### config.mk
export PLATFORM = sky130hd
export DESIGN_NAME = pc_seq_flat
export DESIGN_NICKNAME = d
export VERILOG_FILES = /design/src/rtl/pc_seq_if.sv /design/src/rtl/pc_seq.sv /design/src/flat_wrapper.sv
export SDC_FILE = /design/constraint.sdc
export NUM_CORES = 1
export LEC_CHECK = 0
export ABC_CLOCK_PERIOD_IN_PS = 5700
export CORE_MARGIN = 3
export CORE_UTILIZATION = 50
export DETAILED_ROUTE_END_ITERATION = 12
export PLACE_DENSITY = 0.84
export SYNTH_ARGS = -nofsm -noshare
export SYNTH_HDL_FRONTEND = slang
export SYNTH_SLANG_ARGS = --single-unit
### constraint.sdc
create_clock -name clk -period 5.7 [get_ports clk]
set_clock_uncertainty 0.05 [all_clocks]
set_input_delay 1.14 -clock clk [delete_from_list [all_inputs] [get_ports clk]]
set_output_delay 1.14 -clock clk [all_outputs]
set_load 0.05 [all_outputs]
### src/rtl/pc_seq_if.sv
// Fetch/decode-side bundle for the program-counter sequencer: decoder branch
// inputs, load-hazard stall, and the PC, squash and link-register outputs.
interface pc_seq_if;
  logic        ib;
  logic        bl;
  logic [31:0] bv;
  logic        ld_stall;
  logic [31:0] pc_out;
  logic [31:0] dec_pc_out;
  logic        fetch_en;
  logic        ispb_out;
  logic        lr_we;
  logic [31:0] lr_val;
  logic        stall_err;

  modport master (
    output ib, bl, bv, ld_stall,
    input  pc_out, dec_pc_out, fetch_en, ispb_out, lr_we, lr_val, stall_err
  );

  modport slave (
    input  ib, bl, bv, ld_stall,
    output pc_out, dec_pc_out, fetch_en, ispb_out, lr_we, lr_val, stall_err
  );
endinterface

### src/rtl/pc_seq.sv
// Program-counter sequencer: fetch/decode PCs, branch redirect with one squash
// bubble, BL link-register write and a sticky watchdog on long load stalls.
module pc_seq #(
  parameter logic [31:0] RESET_PC    = 32'h0000_0000,
  parameter int unsigned STALL_LIMIT = 16
) (
  input logic     clk,
  input logic     rst,
  pc_seq_if.slave bus
);

  typedef enum logic {RUN, SQUASH} state_t;

  localparam logic [8:0] LIMIT = 9'(STALL_LIMIT);

  state_t      state_q, state_d;
  logic [31:0] pc_q, pc_d;
  logic [31:0] dec_pc_q, dec_pc_d;
  logic        lr_we_q, lr_we_d;
  logic [31:0] lr_val_q, lr_val_d;
  logic [7:0]  stall_cnt_q, stall_cnt_d;
  logic        stall_err_q, stall_err_d;

  logic [8:0]  stall_cnt_inc;
  logic [31:0] branch_sum;
  logic        branch_take;

  assign stall_cnt_inc = {1'b0, stall_cnt_q} + 9'd1;
  assign branch_sum    = dec_pc_q + 32'd8 + bus.bv;
  assign branch_take   = (state_q == RUN) && !bus.ld_stall && bus.ib;

  always_ff @(posedge clk) begin
    if (rst) begin
      state_q <= SQUASH;
    end else begin
      state_q <= state_d;
    end
  end

  // Next state and datapath; a stall freezes PCs and state but still runs the watchdog.
  always_comb begin
    state_d     = state_q;
    pc_d        = pc_q;
    dec_pc_d    = dec_pc_q;
    lr_we_d     = 1'b0;
    lr_val_d    = lr_val_q;
    stall_cnt_d = stall_cnt_q;
    stall_err_d = stall_err_q;

    if (bus.ld_stall) begin
      stall_cnt_d = stall_cnt_inc[8] ? 8'hFF : stall_cnt_inc[7:0];
      if (stall_cnt_inc >= LIMIT) begin
        stall_err_d = 1'b1;
      end
    end else begin
      stall_cnt_d = 8'd0;
      dec_pc_d    = pc_q;
      if (branch_take) begin
        pc_d    = {branch_sum[31:2], 2'b00};
        state_d = SQUASH;
        if (bus.bl) begin
          lr_we_d  = 1'b1;
          lr_val_d = dec_pc_q + 32'd4;
        end
      end else begin
        pc_d    = pc_q + 32'd4;
        state_d = RUN;
      end
    end
  end

  always_ff @(posedge clk) begin
    if (rst) begin
      pc_q        <= RESET_PC;
      dec_pc_q    <= RESET_PC;
      lr_we_q     <= 1'b0;
      lr_val_q    <= 32'd0;
      stall_cnt_q <= 8'd0;
      stall_err_q <= 1'b0;
    end else begin
      pc_q        <= pc_d;
      dec_pc_q    <= dec_pc_d;
      lr_we_q     <= lr_we_d;
      lr_val_q    <= lr_val_d;
      stall_cnt_q <= stall_cnt_d;
      stall_err_q <= stall_err_d;
    end
  end

  assign bus.pc_out     = pc_q;
  assign bus.dec_pc_out = dec_pc_q;
  assign bus.fetch_en   = ~bus.ld_stall;
  assign bus.ispb_out   = (state_q == SQUASH);
  assign bus.lr_we      = lr_we_q;
  assign bus.lr_val     = lr_val_q;
  assign bus.stall_err  = stall_err_q;

endmodule

### src/flat_wrapper.sv
// flat-port wrapper written by rule: the top's interface ports become plain ports
module pc_seq_flat 
#(
  parameter logic [31:0] RESET_PC    = 32'h0000_0000,
  parameter int unsigned STALL_LIMIT = 16
)
  (clk, rst, bus_ib, bus_bl, bus_bv, bus_ld_stall, bus_pc_out, bus_dec_pc_out, bus_fetch_en, bus_ispb_out, bus_lr_we, bus_lr_val, bus_stall_err);
  pc_seq_if bus_i ();
  input logic clk;
  input logic rst;
  input wire logic [$bits(bus_i.ib)-1:0] bus_ib;
  input wire logic [$bits(bus_i.bl)-1:0] bus_bl;
  input wire logic [$bits(bus_i.bv)-1:0] bus_bv;
  input wire logic [$bits(bus_i.ld_stall)-1:0] bus_ld_stall;
  output wire logic [$bits(bus_i.pc_out)-1:0] bus_pc_out;
  output wire logic [$bits(bus_i.dec_pc_out)-1:0] bus_dec_pc_out;
  output wire logic [$bits(bus_i.fetch_en)-1:0] bus_fetch_en;
  output wire logic [$bits(bus_i.ispb_out)-1:0] bus_ispb_out;
  output wire logic [$bits(bus_i.lr_we)-1:0] bus_lr_we;
  output wire logic [$bits(bus_i.lr_val)-1:0] bus_lr_val;
  output wire logic [$bits(bus_i.stall_err)-1:0] bus_stall_err;
  assign bus_i.ib = bus_ib;
  assign bus_i.bl = bus_bl;
  assign bus_i.bv = bus_bv;
  assign bus_i.ld_stall = bus_ld_stall;
  assign bus_pc_out = bus_i.pc_out;
  assign bus_dec_pc_out = bus_i.dec_pc_out;
  assign bus_fetch_en = bus_i.fetch_en;
  assign bus_ispb_out = bus_i.ispb_out;
  assign bus_lr_we = bus_i.lr_we;
  assign bus_lr_val = bus_i.lr_val;
  assign bus_stall_err = bus_i.stall_err;
  pc_seq #(.RESET_PC(RESET_PC), .STALL_LIMIT(STALL_LIMIT)) u_core (.clk(clk), .rst(rst), .bus(bus_i));
endmodule
Word-level counts from Yosys, hierarchy flattened
Cells that the tools add are included.
- register bits: 107
- latch bits: 0
- memory bits (writable): 0
- ROM bits: 0
- input bits: 37
- output and inout port bits: 100
- logic and storage cells: 27
- memories: 0
- add/sub/neg operators: 5
- $mul: 0
- div/mod/pow operators: 0
- magnitude comparators: 1
- equality and inequality tests: 0
- shift operators: 0
- mux-type cells: 4
- bitwise logic cells: 3
- reductions and logical operators: 7
- operators with widths (cell ; count):
    32-bit by 3-bit adder with 32-bit output (second input constant) ; 2
    32-bit adder ; 1
    32-bit by 4-bit adder with 32-bit output (second input constant) ; 1
    32-bit two-way mux ; 1
    8-bit by 1-bit adder with 9-bit output (second input constant) ; 1
    9-bit by 5-bit >= comparator with 1-bit output (second input constant) ; 1
    8-bit two-way mux ; 1
    1-bit NOT ; 3
    3-bit AND reduction ; 1
    3-bit OR reduction ; 1
    1-bit logical AND ; 2
    1-bit two-way mux ; 2
    2-bit AND reduction ; 1
    2-bit OR reduction ; 1
    1-bit zero test ; 1

Logic depth before layout (Yosys ltp)
Gate-level depths: netlist (run 1).
- word-level depth: 5
- depth in mapped cells: 11
- mapped depth without buffers: 11

Worst setup path after synthesis (run 1)
Ideal clock, no wire load.
- path type: in2reg
- from: in bus_bv[4]
- to: reg u_core.pc_q[29] (netlist: u_core.bus.pc_out[29])
- library setup time: 117 ps
- arrival time: 3358 ps
- data required time: 5533 ps
- slack: 2175 ps
- cell stages on the path: 9
- path buffers: 0
- path through: ha_1 -> ha_1 -> o211ai_1 -> o211ai_2 -> a41oi_2 -> o221ai_2 -> and4_4 -> or4_1 -> a32o_1
- cells in the longest elaborated chain, start to end: 2
- ends and longest elaborated chain (element ; RTL line ; source):
    start: declaration ; flat_wrapper.sv:13 ; input wire logic [$bits(bus_i.bv)-1:0] bus_bv;
    32-bit adder ; pc_seq.sv:29 ; assign branch_sum = dec_pc_q + 32'd8 + bus.bv;
    32-bit two-way mux ; pc_seq.sv:58 ; if (branch_take) begin
    end signal: assignment ; pc_seq.sv:81 ; pc_q <= pc_d;
    end: declaration ; pc_seq.sv:17 ; logic [31:0] pc_q, pc_d;
No other way between the ends.
A chain may end at the register's enable or synchronous reset.

Worst setup path after layout (run 1)
- from: in bus_bv[11]
- to: reg u_core.pc_q[30] (netlist: u_core.bus.pc_out[30])
Same word-level chain as after synthesis.

==> qor.yml, run 1 <==
drt:
  drt-total-wl_mm: 18.1
  viasPerCell: 5.82
  drtAntennaViolNets: 0
  vias: 6376
  drtIter0Drc: 604
  post-route-drc-count: 0
  first_pass_iters: 5
  wire_per_inst_microns: 16.5
power_and_ir_drop:
  p_int_uw: 1240
  vdd_ir_drop_max_v: 0.000150
  clockPowerShare: 0.375
  switching_share: 0.285
  switchingPower_uw: 493
  sequentialPowerShare: 0.437
  leakagePower_uw: 0.00325
  combPwrFrac: 0.188
  power.density_mw_per_mm2: 209
clock_network:
  ctsResizeCount: 0
  cts_root_buf: "clkbuf_16"
  numCtsBuffers: 9
  cts_max_level: 3
  clk_pin_slew_ns: 0.06
  worstSkewPairLatency_ns: 0.34
  cts_tree: "yes"
  cts_hold_buf: 0
  clock_sinks: 101
  clockBufferDepth: 2
  cts_setup_buffers: 0
yosys:
  synth_mux_area_frac: 0.0439
  synth_top_family_by_area: "simple AND/OR/NAND/NOR gates"
  synthAdderAreaFrac: 0.117
  synth-simple-area-share: 0.208
  synth_cells: 809
  postSynth.asyncResetShare: 0
  synth_seq_area_share: 0.306
  synth_compound_area_frac: 0.179
  avgSynthCellArea_sq_um: 8.17
  synthXorXnorAreaFrac: 0.102
  synth_ff_type: "dfxtp_1"
  synth_edf_count: 0
  synth_cell_types: 64
  netlist_area_sq_mm: 0.00661
  ys_seq_elements: 101
  ys_warn_count: 0
worst_hold_path:
  hold_class: "reg -> reg"
  min_path_cells: 2
  min-delay-start: "u_core.bus.lr_val[3]"
critical_path:
  cp.required_ns: 5.86
  critPathLaunch: "bus_bv[11]"
  r2r_slack_ns: 2.42
  critPathMaxFanout: 8
  reg2reg_depth: 9
  r2r-start: "u_core.bus.dec_pc_out[11]"
  path_class: "in -> reg"
  endpoint_kind: "flop"
  start_kind: "input pin"
  crit_arrival_ns: 4.11
outcome:
  outcome: "finished clean"
global_route:
  grt_max_degree: 67
  grt_pass1_wl_mm: 29.0
  first_global_vias: 5808
  globalRouteTotalUtil: 0.245
  grt_antenna_before_repair: 0
  gr-total-overflow: 0
sta:
  tightest_slew_ns: 0.708
  fmax_ghz: 0.253
  fin_crit_sh: 0.693
  relSlewSlack: 0.528
  final-max-slew-violation-count: 0
  hold_viol_final: 0
  finalSetupTns_ns: 0
  rsz0062_at_grt: "no"
  setup_viol: 0
  layout_min_cycle_time_ns: 3.95
  holdWs_ns: 0.445
floorplanning:
  num_rows: 41
  dieArea_sq_mm: 0.0146
  chipWidth_microns: 121
  chipHeight_microns: 121
  io-pin-count: 137
  core-area_sq_mm: 0.0128
  initial_core_util: 0.517
placement:
  gp_congestion: 0.951
  portBuffers: 128
  place_hpwl_mm: 13.8
layout:
  nets: 1017
  layout-drive-gt1-share: 0.0368
  nFillCells: 1056
  syn_to_final_growth_pct: 25.0
  diodes: 0
run:
  cap_viol_max_count: 0
critical path, cell delays in order:
cell and delay [ns]:
clkdlybuf4s50_1 0.46, ha_1 0.23, ha_1 0.41, a21oi_1 0.18
o21ai_0 0.17, o311ai_0 0.55, nand2_1 0.24, a211oi_1 0.39
xor2_1 0.24, o21ai_0 0.10
cells in the mapped netlist, drive strengths merged (2+ instances only):
| library cell | count | area (sq um) |
|---|---|---|
| nand2 | 69 | 259 |
| a2111oi | 3 | 26.3 |
| nand3 | 33 | 165 |
| dfxtp | 101 | 2020 |
| xnor2 | 43 | 377 |
| mux2i | 29 | 290 |
| a21oi | 53 | 273 |
| a41oi | 4 | 42.6 |
| o21a | 2 | 15.0 |
| ha | 62 | 776 |
| o221ai | 2 | 23.8 |
| nor2b | 2 | 12.5 |
| o311ai | 2 | 17.5 |
| nand2b | 4 | 25.0 |
| a31oi | 8 | 50.1 |
| and3 | 15 | 95.1 |
| inv | 18 | 67.6 |
| a311oi | 3 | 26.3 |
| and4 | 8 | 73.8 |
| xor2 | 34 | 298 |
| nor2 | 111 | 417 |
| clkbuf | 27 | 121 |
| nand4 | 23 | 144 |
| a21o | 8 | 61.3 |
| nor4 | 4 | 25.0 |
| o21ai | 43 | 215 |
| and2 | 4 | 26.3 |
| a211oi | 31 | 238 |
| nor3 | 14 | 75.1 |
| buf | 14 | 95.1 |
| o22ai | 11 | 68.8 |
| o211ai | 4 | 35.0 |
| or3 | 5 | 31.3 |
routing by layer:
layer,track usage,part of all wire
met4,0.0800,0.020
met1,0.348,0.46
met3,0.0256,0.070
met5,0,0
met2,0.389,0.45
flip-flops by register name, indices dropped and copies added (netlist names):
| signal | flops |
|---|---|
| u_core.bus.dec_pc_out | 30 |
| u_core.bus.lr_we | 1 |
| u_core.stall_cnt_q | 8 |
| u_core.bus.stall_err | 1 |
| u_core.bus.ispb_out | 1 |
| u_core.bus.lr_val | 30 |
| u_core.bus.pc_out | 30 |
cell families (layout without fill, tap and decap cells):
logic type	after synthesis	after routing
compound gates	184	184
xor+xnor	77	77
fa+ha+maj	62	62
buf+inv	60	168
flops	101	101
mux	29	29
other cells	1	7
simple gates	295	295
placed cells by master (no fill, tap or decap), types with 23 or more instances in the layout:
cell type,Yosys,routed
clkdlybuf4s50_1,0,126
nand3_1,33,33
a211oi_1,30,30
mux2i_1,29,29
dfxtp_1,101,101
nand2_1,69,69
xor2_1,34,34
xnor2_1,43,43
nor2_1,111,111
nand4_1,23,23
o21ai_0,42,42
a21oi_1,51,51
ha_1,62,62
worst paths after layout:
check,endpoint
worst min-delay path,u_core.bus.lr_val[3]
worst min register to register,u_core.bus.lr_val[3]
worst max register to register,u_core.bus.pc_out[30]
worst max-delay path,u_core.bus.pc_out[30]
per-stage QoR:
step,area (sq um),utilization,instances,setup WS [ns],power [uW]
2_1_floorplan,6630,-,815,2.17,993
3_3_place_gp,7940,0.622,1079,1.56,1090
3_5_place_dp,7940,0.622,1079,1.51,1090
4_1_cts,8260,0.647,1095,1.84,1730
5_1_grt,8260,0.647,1095,1.57,1790
6_report,8260,0.647,1095,1.75,1730
power groups by stage:
stage / combinational, uW / clock, uW / sequential, uW
2_1_floorplan: 163 / 0 / 830
3_3_place_gp: 317 / 0 / 769
3_5_place_dp: 321 / 0 / 770
4_1_cts: 323 / 652 / 754
5_1_grt: 350 / 677 / 758
6_report: 325 / 649 / 755
layout make-up:
type | count | area (sq um) | share of cell area
clock buffers | 14 | 284 | 0.0344
clock inverters | 2 | 38.8 | 0.00469
inverters | 19 | 71.3 | 0.00863
multi-input cells | 654 | 4320 | 0.523
flip-flops and latches | 101 | 2020 | 0.245
well taps | 172 | 215 | 0.0260
repair buffers | 133 | 1310 | 0.158
Power figures use the tool's default switching activity.
==> run 2: changes to the inputs <==
--- a/config.mk
+++ b/config.mk
@@ -5,7 +5,7 @@
 export SDC_FILE = /design/constraint.sdc
 export NUM_CORES = 1
 export LEC_CHECK = 0
-export ABC_CLOCK_PERIOD_IN_PS = 5700
+export ABC_CLOCK_PERIOD_IN_PS = 4100
 export CORE_MARGIN = 3
 export CORE_UTILIZATION = 50
 export DETAILED_ROUTE_END_ITERATION = 12
==> constraint.sdc (replaced) <==
create_clock -name clk -period 4.1 [get_ports clk]
set_clock_uncertainty 0.05 [all_clocks]
set_input_delay 0.82 -clock clk [delete_from_list [all_inputs] [get_ports clk]]
set_output_delay 0.82 -clock clk [all_outputs]
set_load 0.05 [all_outputs]
==> run 2 against run 1 <==
Net effect: power grew 36%; die area unchanged; clock-buffer cell count unchanged; critical path type unchanged; non-clock buffer count increased by 5; cell count increased by 0.37%; flip-flop and latch count unchanged; global-route usage rose by 0.42 points; first-iteration DRC count fell by 21%; register-to-register slack got worse by 1.4 ns; clock power increased by 31%; sequential power up 39%; wire length rose by 0.77%.
==> qor.yml, run 2 (synthesized netlist as in run 1, its figures left out) <==
critical_path:
  reg2reg_depth: 11  # +2
  crit_arrival_ns: 3.67  # -0.44 ns
  endpoint_kind: "flop"
  path_class: "in -> reg"
  cp.required_ns: 4.29  # -1.57 ns
  r2r-start: "u_core.bus.dec_pc_out[3]"
  start_kind: "input pin"
  rr_endpoint: "u_core.bus.pc_out[22]"
  critPathMaxFanout: 4  # -4
  critPathLaunch: "bus_bv[3]"
  r2r_slack_ns: 0.99  # -1.43 ns
sta:
  tightest_slew_ns: 0.725  # +0.0173 ns
  rsz0062_at_grt: "no"
  layout_min_cycle_time_ns: 3.48
  relSlewSlack: 0.516  # -0.0115
  final-max-slew-violation-count: 0  # unchanged
  fin_crit_sh: 0.848
  finalSetupTns_ns: 0  # unchanged
  hold_viol_final: 0  # unchanged
  setup_viol: 0  # unchanged
  fmax_ghz: 0.287
  worst_slack_ns: 0.621  # -1.13 ns
floorplanning:
  chipWidth_microns: 121  # unchanged
  num_rows: 41  # unchanged
  chipHeight_microns: 121  # unchanged
  dieArea_sq_mm: 0.0146  # unchanged
  core-area_sq_mm: 0.0128  # unchanged
  initial_core_util: 0.517  # unchanged
  io-pin-count: 137  # unchanged
drt:
  wire_per_inst_microns: 16.6  # +0.40%
  top_layer: "met4"
  first_pass_iters: 7  # +2
  drt-total-wl_mm: 18.3  # +0.77%
  dr_wl_met2_mm: 8.02  # -0.95%
  viasPerCell: 5.74  # -1.4%
  post-route-drc-count: 0  # unchanged
  drtIter0Drc: 479  # -21%
  dr_wl_met3_mm: 1.48  # +17%
  drt-met1-wl_mm: 8.44  # +0.73%
  drtAntennaViolNets: 0  # unchanged
  vias: 6312  # -1.0%
outcome:
  outcome: "finished clean"
layout:
  layout-drive-gt1-share: 0.0388  # +0.00200
  diodes: 0  # unchanged
  nFillCells: 1060  # +0.38%
  final_area_sq_mm: 0.00827  # +0.11%
  instances_no_fill: 1099  # +0.37%
  syn_to_final_growth_pct: 25.1
  final_cell_mix: "clkdlybuf4s50_1 (126), nor2_1 (111), dfxtp_1 (101), nand2_1 (69), ha_1 (62)"
  final_common_cell: "clkdlybuf4s50_1"
  nets: 1022  # +0.49%
clock_network:
  clock_sinks: 101  # unchanged
  worstSkewPairLatency_ns: 0.35  # about the same
  cts_tree: "yes"
  ctsResizeCount: 0  # unchanged
  clk_pin_slew_ns: 0.06  # about the same
  cts_max_level: 3  # unchanged
  clockBufferDepth: 2  # unchanged
  cts_setup_buffers: 0  # unchanged
  cts_root_buf: "clkbuf_16"
  cts_hold_buf: 0  # unchanged
  numCtsBuffers: 9  # unchanged
worst_hold_path:
  hold_class: "reg -> reg"
  min_to: "u_core.bus.lr_val[3]"
  min-delay-start: "u_core.bus.lr_val[3]"
  min_path_cells: 2  # unchanged
power_and_ir_drop:
  power.density_mw_per_mm2: 285  # +36%
  sequentialPowerShare: 0.446  # +0.009
  switching_share: 0.285  # about the same
  switchingPower_uw: 670  # +36%
  clockPowerShare: 0.360  # -0.015
  vdd_ir_drop_max_v: 0.000191  # +28%
  p_int_uw: 1680  # +36%
  leakagePower_uw: 0.00326  # +0.30%
  power.total_uw: 2360  # +36%
  combPwrFrac: 0.193  # +0.005
placement:
  place_hpwl_mm: 14.1  # +2.0%
  dp_slack_ns: 0.253  # -1.26 ns
  portBuffers: 128  # unchanged
  gp_congestion: 0.926  # -2.5%
  placed_cell_area_sq_mm: 0.00798  # +0.47%
  dp.cells: 1084  # +0.46%
global_route:
  first_global_vias: 5730  # -1.3%
  globalRouteTotalUtil: 0.249  # +0.00417
  grt_pass1_wl_mm: 29.3  # +0.95%
  gr-total-overflow: 0  # unchanged
  grt_antenna_before_repair: 0  # unchanged
  grt_max_degree: 67  # unchanged
run:
  cap_viol_max_count: 0  # unchanged
-- run 2: metrics by stage --
stage,utilization,hold WS (ns)
floorplan,-,0.400
global placement,0.624,0.401
detailed placement,0.624,0.417
CTS,0.647,0.425
global route,0.647,0.449
finish,0.647,0.419
-- run 2: worst max-delay path by stage --
stage | endpoint | slack (ns)
floorplan | u_core.bus.pc_out[29] | 0.89
global placement | u_core.bus.pc_out[29] | 0.27
detailed placement | u_core.bus.pc_out[22] | 0.25
CTS | u_core.bus.pc_out[29] | 0.63
global route | u_core.bus.pc_out[22] | 0.37
finish | u_core.bus.pc_out[22] | 0.62
-- run 2: area by class of cell --
class,instances,area [sq um],share of cell area
Clock buffer,14,264,0.0319
Tap cell,172,215,0.0260
Timing Repair Buffer,138,1350,0.163
Sequential cell,101,2020,0.244
Inverter,19,71.3,0.00862
Multi-Input combinational cell,654,4320,0.523
Clock inverter,1,30.0,0.00363
-- run 2: routing by layer --
layer,global-route usage,up-vias
met1,0.357,2871
met4,0.0899,0
met3,0.0266,24
met5,0,-
met2,0.388,282
li1,-,3135
-- run 2: critical path, stage by stage --
cell and delay [ns]:
clkdlybuf4s50_1 0.46, inv_1 0.04, ha_1 0.26, inv_1 0.04
ha_1 0.26, a21oi_1 0.22, o22ai_1 0.18, o311ai_0 0.49
o21ai_0 0.29, a21oi_1 0.28, nor3_1 0.07, a221o_1 0.27
-- run 2: power by group through the flow --
stage	clock, uW	sequential (uW)	combinational [uW]
CTS	855	1050	453
floorplan	0	1150	227
detailed placement	0	1070	451
global placement	0	1070	447
finish	849	1050	456
global route	891	1050	491
